**src/rtl/mem_arb_pkg.sv**
```systemverilog
// Shared definitions for the memory port arbiter.
//   - FSM state encoding, access owner encoding
//   - default widths and watchdog limit
package mem_arb_pkg;

  typedef enum logic [1:0] {
    ST_IDLE = 2'd0,
    ST_WAIT = 2'd1,
    ST_RESP = 2'd2
  } state_e;

  typedef enum logic {
    OWN_IF = 1'b0,
    OWN_DM = 1'b1
  } owner_e;

  localparam int AW_DEF      = 7;
  localparam int DW_DEF      = 32;
  localparam int TIMEOUT_DEF = 15;

endpackage

```
**src/rtl/mem_port_arbiter_if.sv**
```systemverilog
// Bundle of every handshake/bus signal around the arbiter: the IF-stage
// fetch port, the MEM-stage load/store port and the single memory port.
//   slave  : arbiter view (requests/memory responses in, acks/strobes out)
//   master : environment view (pipeline + memory model)
interface mem_port_arbiter_if
  import mem_arb_pkg::*;
#(
  parameter int AW = AW_DEF,
  parameter int DW = DW_DEF
);
  logic          if_req;
  logic [AW-1:0] if_addr;
  logic [DW-1:0] if_rdata;
  logic          if_ack;

  logic          dm_rd;
  logic          dm_wr;
  logic [AW-1:0] dm_addr;
  logic [DW-1:0] dm_wdata;
  logic [DW-1:0] dm_rdata;
  logic          dm_ack;

  logic          mem_en;
  logic          mem_we;
  logic [AW-1:0] mem_addr;
  logic [DW-1:0] mem_wdata;
  logic [DW-1:0] mem_rdata;
  logic          mem_valid;

  logic          err_timeout;

  modport slave (
    input  if_req, if_addr, dm_rd, dm_wr, dm_addr, dm_wdata, mem_rdata, mem_valid,
    output if_rdata, if_ack, dm_rdata, dm_ack, mem_en, mem_we, mem_addr, mem_wdata,
           err_timeout
  );

  modport master (
    output if_req, if_addr, dm_rd, dm_wr, dm_addr, dm_wdata, mem_rdata, mem_valid,
    input  if_rdata, if_ack, dm_rdata, dm_ack, mem_en, mem_we, mem_addr, mem_wdata,
           err_timeout
  );
endinterface

```
**src/rtl/mem_arb_wdog.sv**
```systemverilog
// Access watchdog: counts cycles spent waiting for the memory.
//   clk, rst_n : clock / async active-low reset
//   clr_i      : restart from zero (on every grant)
//   en_i       : count this cycle (while waiting)
//   expired_o  : count has reached TIMEOUT-1
module mem_arb_wdog
  import mem_arb_pkg::*;
#(
  parameter int TIMEOUT = TIMEOUT_DEF
) (
  input  logic clk,
  input  logic rst_n,
  input  logic clr_i,
  input  logic en_i,
  output logic expired_o
);
  localparam int CW = $clog2(TIMEOUT + 1);

  logic [CW-1:0] cnt_q, cnt_d;

  assign expired_o = (cnt_q == CW'(TIMEOUT - 1));

  // Holds at the limit; the FSM leaves WAIT on expiry so it never wraps.
  always_comb begin
    cnt_d = cnt_q;
    if (clr_i)                  cnt_d = '0;
    else if (en_i && !expired_o) cnt_d = cnt_q + 1'b1;
  end

  always_ff @(posedge clk or negedge rst_n) begin
    if (!rst_n) cnt_q <= '0;
    else        cnt_q <= cnt_d;
  end
endmodule

```
**src/rtl/mem_port_arbiter.sv**
```systemverilog
// Arbiter sharing one single-port memory between instruction fetch (IF)
// and data access (DM). One access at a time: issue, wait, respond.
//   clk, rst_n : clock / async active-low reset
//   bus        : mem_port_arbiter_if.slave (fetch port, data port, memory port)
//
// state   | meaning
// --------+-----------------------------------------------------------
// ST_IDLE | arbitrate; on grant register the access and strobe mem_en
// ST_WAIT | access outstanding; wait for mem_valid or watchdog expiry
// ST_RESP | one-cycle ack to the owner (plus err_timeout if expired)
module mem_port_arbiter
  import mem_arb_pkg::*;
#(
  parameter int AW      = AW_DEF,
  parameter int DW      = DW_DEF,
  parameter int TIMEOUT = TIMEOUT_DEF
) (
  input  logic              clk,
  input  logic              rst_n,
  mem_port_arbiter_if.slave bus
);
  state_e        state_q, state_d;
  owner_e        owner_q, owner_d;
  logic          we_q, we_d;
  logic [AW-1:0] addr_q, addr_d;
  logic [DW-1:0] wdata_q, wdata_d;
  logic [DW-1:0] if_rdata_q, if_rdata_d;
  logic [DW-1:0] dm_rdata_q, dm_rdata_d;
  logic          mem_en_q, mem_en_d;
  logic          last_dm_q, last_dm_d;
  logic          to_q, to_d;
  logic          grant;
  logic          dm_req;
  logic          wd_clr, wd_en, wd_expired;

  mem_arb_wdog #(.TIMEOUT(TIMEOUT)) u_wdog (
    .clk      (clk),
    .rst_n    (rst_n),
    .clr_i    (wd_clr),
    .en_i     (wd_en),
    .expired_o(wd_expired)
  );

  assign dm_req = bus.dm_rd | bus.dm_wr;

  assign bus.mem_en      = mem_en_q;
  assign bus.mem_we      = we_q;
  assign bus.mem_addr    = addr_q;
  assign bus.mem_wdata   = wdata_q;
  assign bus.if_rdata    = if_rdata_q;
  assign bus.dm_rdata    = dm_rdata_q;
  assign bus.if_ack      = (state_q == ST_RESP) && (owner_q == OWN_IF);
  assign bus.dm_ack      = (state_q == ST_RESP) && (owner_q == OWN_DM);
  assign bus.err_timeout = (state_q == ST_RESP) && to_q;

  always_comb begin
    state_d    = state_q;
    owner_d    = owner_q;
    we_d       = we_q;
    addr_d     = addr_q;
    wdata_d    = wdata_q;
    if_rdata_d = if_rdata_q;
    dm_rdata_d = dm_rdata_q;
    mem_en_d   = 1'b0;
    last_dm_d  = last_dm_q;
    to_d       = to_q;
    grant      = 1'b0;
    wd_clr     = 1'b0;
    wd_en      = 1'b0;

    case (state_q)
      ST_IDLE: begin
        // DM wins unless it was served last and IF is also waiting,
        // which makes back-to-back contention strictly alternate.
        if (dm_req && (!bus.if_req || !last_dm_q)) begin
          grant   = 1'b1;
          owner_d = OWN_DM;
          we_d    = bus.dm_wr;   // rd+wr together is a write
          addr_d  = bus.dm_addr;
          wdata_d = bus.dm_wdata;
        end else if (bus.if_req) begin
          grant   = 1'b1;
          owner_d = OWN_IF;
          we_d    = 1'b0;
          addr_d  = bus.if_addr;
          wdata_d = '0;
        end
        if (grant) begin
          mem_en_d  = 1'b1;
          last_dm_d = (owner_d == OWN_DM);
          to_d      = 1'b0;
          wd_clr    = 1'b1;
          state_d   = ST_WAIT;
        end
      end

      ST_WAIT: begin
        wd_en = 1'b1;
        // A late mem_valid coinciding with expiry is a normal completion.
        if (bus.mem_valid) begin
          if (owner_q == OWN_IF) if_rdata_d = bus.mem_rdata;
          else if (!we_q)        dm_rdata_d = bus.mem_rdata;
          state_d = ST_RESP;
        end else if (wd_expired) begin
          if (owner_q == OWN_IF) if_rdata_d = '0;
          else                   dm_rdata_d = '0;
          to_d    = 1'b1;
          state_d = ST_RESP;
        end
      end

      ST_RESP: state_d = ST_IDLE;

      default: state_d = ST_IDLE;
    endcase
  end

  always_ff @(posedge clk or negedge rst_n) begin
    if (!rst_n) begin
      state_q    <= ST_IDLE;
      owner_q    <= OWN_IF;
      we_q       <= 1'b0;
      addr_q     <= '0;
      wdata_q    <= '0;
      if_rdata_q <= '0;
      dm_rdata_q <= '0;
      mem_en_q   <= 1'b0;
      last_dm_q  <= 1'b0;
      to_q       <= 1'b0;
    end else begin
      state_q    <= state_d;
      owner_q    <= owner_d;
      we_q       <= we_d;
      addr_q     <= addr_d;
      wdata_q    <= wdata_d;
      if_rdata_q <= if_rdata_d;
      dm_rdata_q <= dm_rdata_d;
      mem_en_q   <= mem_en_d;
      last_dm_q  <= last_dm_d;
      to_q       <= to_d;
    end
  end
endmodule
```
**src/flat_wrapper.sv**
```systemverilog
// flat-port wrapper written by rule: the top's interface ports become plain ports
module mem_port_arbiter_flat import mem_arb_pkg::*;
#(
  parameter int AW      = AW_DEF,
  parameter int DW      = DW_DEF,
  parameter int TIMEOUT = TIMEOUT_DEF
)
  (clk, rst_n, bus_if_req, bus_if_addr, bus_dm_rd, bus_dm_wr, bus_dm_addr, bus_dm_wdata, bus_mem_rdata, bus_mem_valid, bus_if_rdata, bus_if_ack, bus_dm_rdata, bus_dm_ack, bus_mem_en, bus_mem_we, bus_mem_addr, bus_mem_wdata, bus_err_timeout);
  mem_port_arbiter_if #(.AW(AW), .DW(DW)) bus_i ();
  input  logic clk;
  input  logic rst_n;
  input wire logic [$bits(bus_i.if_req)-1:0] bus_if_req;
  input wire logic [$bits(bus_i.if_addr)-1:0] bus_if_addr;
  input wire logic [$bits(bus_i.dm_rd)-1:0] bus_dm_rd;
  input wire logic [$bits(bus_i.dm_wr)-1:0] bus_dm_wr;
  input wire logic [$bits(bus_i.dm_addr)-1:0] bus_dm_addr;
  input wire logic [$bits(bus_i.dm_wdata)-1:0] bus_dm_wdata;
  input wire logic [$bits(bus_i.mem_rdata)-1:0] bus_mem_rdata;
  input wire logic [$bits(bus_i.mem_valid)-1:0] bus_mem_valid;
  output wire logic [$bits(bus_i.if_rdata)-1:0] bus_if_rdata;
  output wire logic [$bits(bus_i.if_ack)-1:0] bus_if_ack;
  output wire logic [$bits(bus_i.dm_rdata)-1:0] bus_dm_rdata;
  output wire logic [$bits(bus_i.dm_ack)-1:0] bus_dm_ack;
  output wire logic [$bits(bus_i.mem_en)-1:0] bus_mem_en;
  output wire logic [$bits(bus_i.mem_we)-1:0] bus_mem_we;
  output wire logic [$bits(bus_i.mem_addr)-1:0] bus_mem_addr;
  output wire logic [$bits(bus_i.mem_wdata)-1:0] bus_mem_wdata;
  output wire logic [$bits(bus_i.err_timeout)-1:0] bus_err_timeout;
  assign bus_i.if_req = bus_if_req;
  assign bus_i.if_addr = bus_if_addr;
  assign bus_i.dm_rd = bus_dm_rd;
  assign bus_i.dm_wr = bus_dm_wr;
  assign bus_i.dm_addr = bus_dm_addr;
  assign bus_i.dm_wdata = bus_dm_wdata;
  assign bus_i.mem_rdata = bus_mem_rdata;
  assign bus_i.mem_valid = bus_mem_valid;
  assign bus_if_rdata = bus_i.if_rdata;
  assign bus_if_ack = bus_i.if_ack;
  assign bus_dm_rdata = bus_i.dm_rdata;
  assign bus_dm_ack = bus_i.dm_ack;
  assign bus_mem_en = bus_i.mem_en;
  assign bus_mem_we = bus_i.mem_we;
  assign bus_mem_addr = bus_i.mem_addr;
  assign bus_mem_wdata = bus_i.mem_wdata;
  assign bus_err_timeout = bus_i.err_timeout;
  mem_port_arbiter #(.AW(AW), .DW(DW), .TIMEOUT(TIMEOUT)) u_core (.clk(clk), .rst_n(rst_n), .bus(bus_i));
endmodule
```
**config.mk**
```make
export PLATFORM = sky130hd
export DESIGN_NAME = mem_port_arbiter_flat
export DESIGN_NICKNAME = d
export VERILOG_FILES = /design/src/rtl/mem_arb_pkg.sv /design/src/rtl/mem_port_arbiter_if.sv /design/src/rtl/mem_arb_wdog.sv /design/src/rtl/mem_port_arbiter.sv /design/src/flat_wrapper.sv
export SDC_FILE = /design/constraint.sdc
export NUM_CORES = 1
export LEC_CHECK = 0
export ABC_CLOCK_PERIOD_IN_PS = 1720
export BUFFER_PORTS_ARGS = -buffer_cell sky130_fd_sc_hd__buf_2
export CORE_MARGIN = 2
export CORE_UTILIZATION = 44
export CTS_CLUSTER_DIAMETER = 60
export DETAILED_ROUTE_END_ITERATION = 16
export PLACE_DENSITY = 0.77
export SKIP_CTS_REPAIR_TIMING = 1
export SYNTH_ARGS = -nofsm -noshare
export SYNTH_HDL_FRONTEND = slang
export SYNTH_SLANG_ARGS = --single-unit
export TNS_END_PERCENT = 100
```
**constraint.sdc**
```tcl
create_clock -name clk -period 1.72 [get_ports clk]
set_input_delay 0.172 -clock clk [delete_from_list [all_inputs] [get_ports clk]]
set_output_delay 0.172 -clock clk [all_outputs]
set_load 0.03 [all_outputs]
```
======== Word level (Yosys, flattened, before mapping) ========
Index checks and enable logic that the tools add are counted.
storage, ports and cells
  memories ................................ 0
  output and inout bits ................... 108
  word-level logic and storage cells ...... 75
  bits in registers ....................... 114
  bits in writable memories ............... 0
  bits in read-only memories .............. 0
  latch bits .............................. 0
  input bits .............................. 84
cells by class
  shift operators ......................... 0
  eq/ne operators ......................... 8
  add/sub/neg operators ................... 1
  $lt $le $gt $ge ......................... 0
  bitwise operators ....................... 2
  reductions and logical operators ........ 20
  $mul .................................... 0
  mux-type cells .......................... 33
  divide/modulo/power cells ............... 0
operator list
  operator             number
  $mux 32              11
  $mux 7               2
  $mux 1               13
  $mux 4               2
  $reduce_and 4->1     2
  $reduce_bool 2->1    4
  $mux 2               3
  $ne 2x2->1 const B   3
  $reduce_and 2->1     3
  $logic_and 1x1->1    5
  $add 4x1->4 const B  1
  $eq 4x4->1 const B   1
  $pmux 2 s2           1
  $logic_not 1->1      3
  $ne 3x3->1 const B   1
  $reduce_and 3->1     1
  $eq 2x1->1 const B   1
  $eq 2x2->1 const B   1
  $logic_not 2->1      1
  $ne 2x1->1 const B   1
  $pmux 1 s2           1
  $logic_or 1x1->1     1
  $not 1->1            1
  $or 1x1->1           1

======== Longest topological paths before layout ========
Gate-level depths: netlist of run 1.
  depth in word-level cells ............... 8
  gate-level depth with buffers ........... 7
  depth with buffers taken out ............ 5

======== Modules after synthesis ========
Synthesis of run 1 repeated with hierarchy kept, for this count alone.
second synthesis, totals
  cells, all modules ...................... 381
  area total of the unflattened synthesis .. 5,021.1 µm²
by module, submodules not included
  module            cells each  area an instance (µm²)  instances  sequential area each (µm²)
  mem_port_arbiter  357         4,799.6                 1          2,752.6
  mem_arb_wdog      24          221.5                   1          100.1

======== Least setup slack after synthesis of run 1 ========
Ideal clock, no wire load.
  path kind ............................... reg-to-reg
  from .................................... register u_core.u_wdog.cnt_q[0]
  to ...................................... register u_core.dm_rdata_q[0] (netlist: u_core.bus.dm_rdata[0])
  path slack .............................. 0.042 ns
  arrival ................................. 1.599 ns
  required time ........................... 1.641 ns
  stages on the path, launching flop included .. 8
  path buffers ............................ 2
  setup time .............................. 0.079 ns
  clock period less this slack ............ 1.678 ns
  path through ............................ dfrtp_1 inv_1 ha_1 and3_1 buf_4 o2111ai_4 buf_6 mux2i_1
between the ends
  cells in the longest elaborated chain, start to end .. 3
ends and longest elaborated chain
  item                         RTL line                 source
  from (decl)                  mem_arb_wdog.sv:19       logic [CW-1:0] cnt_q, cnt_d;
  from (signal assigned)       mem_arb_wdog.sv:32       else cnt_q <= cnt_d;
  $eq 4x4->1                   mem_arb_wdog.sv:21       assign expired_o = (cnt_q == CW'(TIMEOUT - 1));
  $reduce_bool 2->1 (no line)  n/a
  $reduce_and 4->1 (no line)   n/a
  to (signal assigned)         mem_port_arbiter.sv:137  dm_rdata_q <= dm_rdata_d;
  to (decl)                    mem_port_arbiter.sv:28   logic [DW-1:0] dm_rdata_q, dm_rdata_d;
No other way between the ends.
A chain may end at the register's enable or synchronous reset.

======== Worst setup path in the final report of run 1 ========
  from .................................... register u_core.u_wdog.cnt_q[0]
  to ...................................... register u_core.dm_rdata_q[31] (netlist: u_core.bus.dm_rdata[31])
Same word-level chain as after synthesis.

==> reports/results.ini, run 1 <==
[hold_path]
hold_path_end = u_core.bus.mem_addr[4]$_DFFE_PN0P_
holdPathStages = 3
min_from = bus_dm_addr[4]
min_path_type = primary input to flop

[global_route]
grt_pass1_vias = 3951
overflow = 0
grt_util_all_layers_pct = 20.7
grt_pass1_wl_um = 18900
antenna_found_initial = 0
grt_max_degree = 55

[clock_network]
htree_num_levels = 4
cts_tree = yes
cts_root_buf = clkbuf_8
cts_num_sinks = 114
cts_buffer_depth = 2
numCtsBuffers = 17
clk_pin_slew_worst_paths_ps = 60
clk_latency_ps = 530

[logic_synthesis]
yosys.area_share.simple_pct = 7.76
synth_xor_area_share_pct = 0
synth_top_family_by_area = multiplexers
netlist_instances = 422
synth_cell_type_count = 32
ys_seq_elements = 114
ys_seq_area_share_pct = 58.2
yosys_warnings = 0
synth_compound_area_share_pct = 8.17
syn_nets = 508
synthAdderAreaFrac_pct = 0.511
muxShareOfSynthArea_pct = 16.7
avgSynthCellArea_um2 = 11.6
synth_area_um2 = 4900

[timing]
tightestPinTransition_ps = 473
hold-worst-slack_ps = 6.87
skew_ps = 13.6
fin_crit_sh_pct = 98.9
fmax_mhz = 588
finalSetupTns_ps = 0
layout_min_cycle_time_ps = 1700
slew_violations = 0
finalHoldViolations = 0
relSlewSlack_pct = 68.3
setup_violations = 0

[setup_path]
reg2reg_depth = 6
cp_cell_sequence = inv_1, ha_2, and3_4, o2111ai_4, clkbuf_16, mux2i_1
start_kind = flop
r2r_slack_ps = 20
cp-end-kind = flop
cpMaxStageDelayCell = dfrtp_1
cp_max_fo = 8
r2r_start = u_core.u_wdog.cnt_q[0]$_DFFE_PN0P_
arrival_ps = 2140
path_buf_inv = 2
crit_required_ps = 2150
r2r_end = u_core.bus.dm_rdata[31]$_DFFE_PN0P_
startpoint = u_core.u_wdog.cnt_q[0]$_DFFE_PN0P_
cp_top_family = flip-flops
max_stage_delay_ps = 350
setup.worst_path.class = flop to flop

[placed_design]
portBuffers = 191
placed_cells = 742
hpwlAfterDp_um = 8430
gp_congestion = 0.760

[route]
routed_wl_um = 14300
drt_iter0_drc = 321
drc_errors = 0
first_pass_iters = 5
vias_per_cell = 5.04
ant_nets = 0
num_vias = 4292
wire_per_inst_um = 16.8

[pwr]
ir_drop_uv = 1080
power.density_nw_per_um2 = 2010
power_leakage_nw = 4.13

[floorplan]
die_w_um = 110
start_util_pct = 45.2
core_area_um2 = 10800
pin_count = 192
die_area_um2 = 12000
die_h_um = 110
row_count = 38

[run]
cap_viol_max_count = 0

[final_layout]
diodes = 0
final_layout_size_suffix_gt1_share_pct = 36.3
final_common_cell = buf_2
area_growth_pct = 53.4
final_nets = 785
final_cell_mix = buf_2 (189), dfrtp_1 (112), dlygate4sd3_1 (73), inv_1 (68), nand2_1 (67)
stdcell_count = 851

[outcome]
outcome = finished clean

==> cells in the mapped netlist <==
master,instances,area (um^2)
clkbuf_1,3,11.3
and3_1,2,12.5
ha_1,2,25.0
a21oi_1,2,10.0
o2111ai_4,1,26.3
mux2_1,8,90.1
mux2_2,7,78.8
nor3_1,3,15.0
nor3b_1,3,22.5
buf_2,13,65.1
nand2b_1,1,6.26
o21ai_0,2,10.0
nand3_1,5,25.0
o21ai_1,1,5.00
nor3_2,1,10.0
buf_4,3,22.5
nand2_1,67,251
nor2_1,3,11.3
o211ai_2,1,12.5
a41oi_1,1,8.76
buf_6,6,67.6
a22o_1,33,289
o31ai_1,1,7.51
or3_1,1,6.26
a211oi_1,1,7.51
mux2i_1,65,651
o32ai_1,1,8.76
a2bb2oi_2,1,15.0
or2_1,1,6.26
inv_1,68,255
dfrtp_1,114,2850
nor2b_4,1,13.8
==> logic make-up (layout without fill, tap and decap cells) <==
family	Yosys count	in the layout
buffers and inverters	93	382
AOI/OAI and AO/OA	45	45
adders and majority gates	2	2
DFF	114	114
muxes	80	80
and+or+nand+nor	88	88
==> worst reg2reg max path: cells and delay by family, from the launching register on <==
kind	cells	cell delay (ps)
buf+inv	2	310
mux	1	220
compound gates	1	340
fa+ha+maj	1	190
simple gates	1	200
flops	1	350
==> registers in the layout (all words and copies together) (netlist names) <==
| signal | cells |
|---|---|
| u_core.to_q | 1 |
| u_core.bus.mem_addr | 7 |
| u_core.state_q | 2 |
| u_core.bus.if_rdata | 32 |
| u_core.last_dm_q | 1 |
| u_core.bus.mem_wdata | 32 |
| u_core.owner_q | 1 |
| u_core.bus.mem_we | 1 |
| u_core.bus.dm_rdata | 32 |
| u_core.bus.mem_en | 1 |
| u_core.u_wdog.cnt_q | 4 |
==> power by group <==
group	total, mW	switching, mW	leakage (nW)	internal [mW]
Sequential	4.67	0.759	1.44	3.91
Clock	3.75	1.21	0.306	2.54
Combinational	6.69	4.34	2.39	2.34
==> metrics by stage <==
step / instance area [um^2] / worst slack (ps) / total power [mW] / util [%]
3_3_place_gp: 6050 / 119 / 10.8 / 55.8
6_report: 7520 / 18.2 / 15.1 / 69.3
3_5_place_dp: 6050 / -6.85 / 11.0 / 55.8
2_1_floorplan: 4900 / 41.8 / 9.05 / -
5_1_grt: 7520 / -59.8 / 15.9 / 69.3
4_1_cts: 6690 / -36.1 / 14.8 / 61.7
==> how the worst max path moves through the flow <==
stage | endpoint | slack [ps] | cells after the start
2_1_floorplan | u_core.bus.dm_rdata[0]$_DFFE_PN0P_ | 40 | 7
3_3_place_gp | u_core.bus.dm_rdata[10]$_DFFE_PN0P_ | 120 | 5
3_5_place_dp | u_core.bus.dm_rdata[1]$_DFFE_PN0P_ | -7 | 5
4_1_cts | bus_dm_ack | -40 | 3
5_1_grt | u_core.bus.dm_rdata[31]$_DFFE_PN0P_ | -60 | 6
6_report | u_core.bus.dm_rdata[31]$_DFFE_PN0P_ | 20 | 6
==> area by class of cell <==
| type | count | area, um^2 |
|---|---|---|
| clock inverters | 8 | 149 |
| well taps | 140 | 175 |
| inverters | 68 | 255 |
| clock buffers | 23 | 487 |
| flip-flops and latches | 114 | 2860 |
| repair buffers | 283 | 1940 |
| multi-input cells | 215 | 1660 |
| fillers | 736 | 3320 |
==> routing by layer <==
layer	track usage, %	routed length, um	up-vias
met1	24.4	5540	2073
met5	0	0	-
met2	33.3	6980	245
met4	7.96	287	0
li1	-	-	1948
met3	9.07	1450	26
No activity file was read; power rests on OpenSTA's default activity.
==> run 2: changes to the inputs <==
Settings changed: SETUP_SLACK_MARGIN from default to 0.4.
==> reports/results.ini, run 2 (synthesis results as in run 1) <==
[timing]
skew_ps = 8.35  ; was 13.6 ps
layout_min_cycle_time_ps = 1650  ; was 1700 ps
setup_violations = 0  ; unchanged
finalHoldViolations = 0  ; unchanged
relSlewSlack_pct = 66.6  ; was 68.3%
slew_violations = 0  ; unchanged
fin_crit_sh_pct = 95.7  ; was 98.9%
tightestPinTransition_ps = 500  ; was 473 ps
rsz0062_at_grt = yes
layout_setup_ws_ps = 74.4  ; was 18.2 ps
fmax_mhz = 608  ; was 588 MHz

[setup_path]
path_buf_inv = 2  ; unchanged
arrival_ps = 2060  ; was 2140 ps
r2r_start = u_core.u_wdog.cnt_q[1]$_DFFE_PN0P_  ; was u_core.u_wdog.cnt_q[0]$_DFFE_PN0P_
cp-end-kind = flop  ; unchanged
cp_cell_sequence = ha_2, and3_4, o2111ai_4, buf_12, clkbuf_16, mux2i_1  ; was inv_1, ha_2, and3_4, o2111ai_4, clkbuf_16, mux2i_1
max_stage_delay_ps = 420  ; was 350 ps
start_kind = flop  ; unchanged
cpMaxStageDelayCell = dfrtp_1  ; unchanged
crit_required_ps = 2140  ; was 2150 ps
cp_max_fo = 6  ; was 8
setup.worst_path.class = flop to flop  ; unchanged
startpoint = u_core.u_wdog.cnt_q[1]$_DFFE_PN0P_  ; was u_core.u_wdog.cnt_q[0]$_DFFE_PN0P_
cp_top_family = flip-flops  ; unchanged

[pwr]
internal-power_mw = 9.30  ; was 8.79 mW
p_sw_mw = 6.66  ; was 6.31 mW
pwr-share-comb_pct = 48.0  ; was 44.3%
p_seq_share_pct = 29.5  ; was 30.9%
totalPowerFinal_mw = 16.0  ; was 15.1 mW
p_sw_share_pct = 41.7  ; was 41.8%
p_clk_share_pct = 22.6  ; was 24.8%
ir_drop_uv = 1200  ; was 1080 uV
power.density_nw_per_um2 = 2020  ; was 2010 nW/um^2
power_leakage_nw = 4.36  ; was 4.13 nW

[route]
vias_per_cell = 5.06  ; was 5.04
wire_per_inst_um = 17.8  ; was 16.8 um
num_vias = 4402  ; was 4292
first_pass_iters = 4  ; was 5
routed_wl_um = 15500  ; was 14300 um
drt_iter0_drc = 245  ; was 321
drc_errors = 0  ; unchanged
ant_nets = 0  ; unchanged

[placed_design]
dp_slack_ps = 1.64  ; was -6.85 ps
hpwlAfterDp_um = 8600  ; was 8430 um
gp_congestion = 0.784  ; was 0.760
portBuffers = 191  ; unchanged
place_area_um2 = 6150  ; was 6050 um^2

[clock_network]
cts_buffer_depth = 2  ; unchanged
clk_latency_ps = 500  ; was 530 ps
cts_num_sinks = 114  ; unchanged
htree_num_levels = 4  ; unchanged
cts_tree = yes  ; unchanged
numCtsBuffers = 17  ; unchanged
clk_pin_slew_worst_paths_ps = 50  ; was 60 ps
cts_root_buf = clkbuf_8  ; unchanged

[final_layout]
final_common_cell = buf_2  ; unchanged
diodes = 0  ; unchanged
final_layout_size_suffix_gt1_share_pct = 41.4  ; was 36.3%
design_area_um2 = 7920  ; was 7520 um^2
area_growth_pct = 61.7  ; was 53.4%
final_cell_mix = buf_2 (186), dfrtp_1 (111), inv_1 (68), dlygate4sd3_1 (67), nand2_1 (65)  ; was buf_2 (189), dfrtp_1 (112), dlygate4sd3_1 (73), inv_1 (68), nand2_1 (67)
final_nets = 804  ; was 785
fillers = 711  ; was 736

[global_route]
overflow = 0  ; unchanged
antenna_found_initial = 0  ; unchanged
grt_pass1_vias = 3920  ; was 3951
grt_pass1_wl_um = 19300  ; was 18900 um
grt_util_all_layers_pct = 21.1  ; was 20.7%
grt_max_degree = 46  ; was 55

[floorplan]
die_w_um = 110  ; unchanged
die_h_um = 110  ; unchanged
start_util_pct = 45.2  ; unchanged
die_area_um2 = 12000  ; unchanged
core_area_um2 = 10800  ; unchanged
row_count = 38  ; unchanged
pin_count = 192  ; unchanged

[outcome]
outcome = finished clean  ; unchanged

[hold_path]
min_from = bus_if_req  ; was bus_dm_addr[4]
min_path_type = primary input to flop  ; unchanged

[run]
cap_viol_max_count = 0  ; unchanged

run 2: layout make-up:
type	count	area, um^2	share of cell area, %
well taps	140	175	2.21
inverters	68	255	3.22
repair buffers	302	2270	28.6
clock inverters	11	161	2.04
clock buffers	20	435	5.50
multi-input cells	215	1770	22.4
flip-flops and latches	114	2860	36.1
run 2: through the flow:
stage,instances,hold WS [ps],TNS (ps),utilization (%)
6_report,870,17.8,0,73.1
2_1_floorplan,422,-124,0,-
4_1_cts,775,-376,-24.3,62.2
3_5_place_dp,744,168,0,56.7
3_3_place_gp,744,162,0,56.7
5_1_grt,870,2.42,-9.85,73.1
run 2: worst paths after layout:
path                                                        to  slack, ps  cells after the start
setup / recovery           u_core.bus.dm_rdata[31]$_DFFE_PN0P_         70                      6
hold / removal                      u_core.owner_q$_DFFE_PN0P_         20                      3
setup reg to reg           u_core.bus.dm_rdata[31]$_DFFE_PN0P_         70                      6
hold reg to reg            u_core.bus.if_rdata[11]$_DFFE_PN0P_        490                      1
max in group asynchronous  u_core.bus.if_rdata[23]$_DFFE_PN0P_        920                      3
min in group asynchronous  u_core.bus.if_rdata[20]$_DFFE_PN0P_        180                      2
run 2: per-layer routing:
layer	up-vias	track usage, %	share of wire (%)
li1	1982	-	-
met1	2180	26.2	40
met2	216	34.6	52
met3	24	6.94	7.1
met4	0	7.32	1.4
met5	-	0	0
run 2: power by group through the flow:
| stage | sequential [mW] | combinational, mW | clock [mW] |
|---|---|---|---|
| after floorplan | 6.87 | 2.36 | 0 |
| after global placement | 4.62 | 6.39 | 0 |
| after detailed placement | 4.64 | 6.56 | 0 |
| after CTS | 4.65 | 6.57 | 3.64 |
| after global routing | 4.82 | 8.12 | 3.78 |
| final | 4.70 | 7.65 | 3.60 |
run 2: worst min-delay path, cell delays in order:
cell,delay [ps]
buf_2,130
nand2_1,60
a22o_1,110
==> run 3: changes to the inputs <==
Settings changed: PLACE_DENSITY 0.77 to 0.75.
==> reports/results.ini, run 3 (synthesis results as in run 1) <==
[outcome]
outcome = finished with violations  ; was finished clean
violations = negative hold slack

[floorplan]
start_util_pct = 45.2  ; unchanged
row_count = 38  ; unchanged
die_h_um = 110  ; unchanged
core_area_um2 = 10800  ; unchanged
die_area_um2 = 12000  ; unchanged
die_w_um = 110  ; unchanged
pin_count = 192  ; unchanged

[timing]
setup_violations = 0  ; unchanged
hold-worst-slack_ps = -6.56  ; was 17.8 ps
slew_violations = 0  ; unchanged
fin_crit_sh_pct = 97.6  ; was 95.7%
finalHoldViolations = 1  ; was 0
layout_min_cycle_time_ps = 1680  ; was 1650 ps
relSlewSlack_pct = 71.0  ; was 66.6%
tightestPinTransition_ps = 431  ; was 500 ps
skew_ps = 6.85  ; was 8.35 ps
rsz0062_at_grt = yes  ; unchanged
fmax_mhz = 596  ; was 608 MHz

[clock_network]
cts_tree = yes  ; unchanged
clk_latency_ps = 510  ; was 500 ps
htree_num_levels = 4  ; unchanged
clk_pin_slew_worst_paths_ps = 60  ; was 50 ps
cts_buffer_depth = 2  ; unchanged
cts_num_sinks = 114  ; unchanged
numCtsBuffers = 17  ; unchanged
cts_root_buf = clkbuf_8  ; unchanged

[final_layout]
area_growth_pct = 65.6  ; was 61.7%
stdcell_count = 884  ; was 870
final_util_pct = 74.8  ; was 73.1%
final_layout_size_suffix_gt1_share_pct = 42.6  ; was 41.4%
final_cell_mix = buf_2 (186), dfrtp_1 (110), inv_1 (67), nand2_1 (66), dlygate4sd3_1 (66)  ; was buf_2 (186), dfrtp_1 (111), inv_1 (68), dlygate4sd3_1 (67), nand2_1 (65)
diodes = 0  ; unchanged
final_nets = 817  ; was 804
final_common_cell = buf_2  ; unchanged

[setup_path]
cp_max_fo = 5  ; was 6
crit_required_ps = 2140  ; about the same
cp-end-kind = flop  ; unchanged
arrival_ps = 2100  ; was 2060 ps
start_kind = flop  ; unchanged
startpoint = u_core.u_wdog.cnt_q[0]$_DFFE_PN0P_  ; was u_core.u_wdog.cnt_q[1]$_DFFE_PN0P_
r2r_start = u_core.u_wdog.cnt_q[0]$_DFFE_PN0P_  ; was u_core.u_wdog.cnt_q[1]$_DFFE_PN0P_
setup.worst_path.class = flop to flop  ; unchanged
r2r_end = u_core.bus.dm_rdata[3]$_DFFE_PN0P_  ; was u_core.bus.dm_rdata[31]$_DFFE_PN0P_
reg2reg_depth = 7  ; was 6
r2r_slack_ps = 40  ; was 70 ps

[global_route]
grt_pass1_vias = 4037  ; was 3920
grt_util_all_layers_pct = 21.0  ; was 21.1%
overflow = 0  ; unchanged
grt_pass1_wl_um = 19200  ; was 19300 um
antenna_found_initial = 0  ; unchanged
grt_max_degree = 45  ; was 46

[pwr]
totalPowerFinal_mw = 16.5  ; was 16.0 mW
power_leakage_nw = 4.46  ; was 4.36 nW
ir_drop_uv = 1290  ; was 1200 uV
power.density_nw_per_um2 = 2030  ; was 2020 nW/um^2
p_sw_mw = 6.82  ; was 6.66 mW
p_clk_share_pct = 22.3  ; was 22.6%
pwr-share-comb_pct = 49.1  ; was 48.0%
p_sw_share_pct = 41.4  ; was 41.7%
internal-power_mw = 9.64  ; was 9.30 mW
p_seq_share_pct = 28.5  ; was 29.5%

[run]
cap_viol_max_count = 0  ; unchanged

[hold_path]
min_path_type = primary input to flop  ; unchanged
min_from = bus_if_req  ; unchanged
hold_path_end = u_core.owner_q$_DFFE_PN0P_  ; unchanged
holdPathStages = 3  ; unchanged

[route]
ant_nets = 0  ; unchanged
drc_errors = 0  ; unchanged
first_pass_iters = 5  ; was 4
drt_iter0_drc = 301  ; was 245
wire_per_inst_um = 17.8  ; about the same
vias_per_cell = 5.09  ; was 5.06
num_vias = 4500  ; was 4402
routed_wl_um = 15700  ; was 15500 um

[placed_design]
gp_congestion = 0.743  ; was 0.784
placed_cells = 741  ; was 744
hpwlAfterDp_um = 8580  ; was 8600 um
portBuffers = 191  ; unchanged

## run 3: area by class of cell
type                       count  area [um^2]
sequential                   114         2860
fill                         681         2730
clock buffer                  19          432
inverter                      68          255
clock inverter                13          185
tap                          140          175
timing repair buffer         315         2440
multi-input combinational    215         1770
## run 3: how the worst max path moves through the flow
stage                                     endpoint  depth (start not counted)  slack, ps
2_1_floorplan   u_core.bus.dm_rdata[0]$_DFFE_PN0P_                          7         80
3_3_place_gp   u_core.bus.dm_rdata[23]$_DFFE_PN0P_                          6        110
3_5_place_dp   u_core.bus.dm_rdata[18]$_DFFE_PN0P_                          6        -10
4_1_cts                                 bus_dm_ack                          3        -60
5_1_grt        u_core.bus.dm_rdata[18]$_DFFE_PN0P_                          7        -30
6_report        u_core.bus.dm_rdata[3]$_DFFE_PN0P_                          7         40
## run 3: critical path, cell delays in order, from the launching register on
cell and delay (ps):
dfrtp_1 390, inv_2 70, ha_4 170, and3_4 200
o2111ai_4 190, buf_4 180, clkbuf_16 150, mux2i_1 240
## run 3: stage by stage
step / setup slack [ps] / instance area, um^2 / TNS (ps)
global route: -33.6 / 8110 / -50.7
detailed placement: -14.6 / 6140 / -14.6
floorplan: 79.2 / 5020 / 0
CTS: -59.4 / 6750 / -142
global placement: 111 / 6140 / 0
finish: 41.3 / 8110 / 0
## run 3: power by group through the flow
stage / combinational [mW] / clock [mW] / sequential [mW]
after floorplan: 2.36 / 0 / 6.87
after global routing: 8.56 / 3.84 / 4.82
after global placement: 6.39 / 0 / 4.62
after CTS: 6.57 / 3.72 / 4.66
after detailed placement: 6.57 / 0 / 4.67
final: 8.09 / 3.67 / 4.70
## run 3: metal layers
metal / track usage [%] / up-vias / part of all wire, %
met5: 0 / - / 0
met3: 6.70 / 40 / 8.0
met2: 34.7 / 261 / 49
met4: 9.13 / 0 / 2.9
met1: 25.3 / 2193 / 40
li1: - / 2006 / -
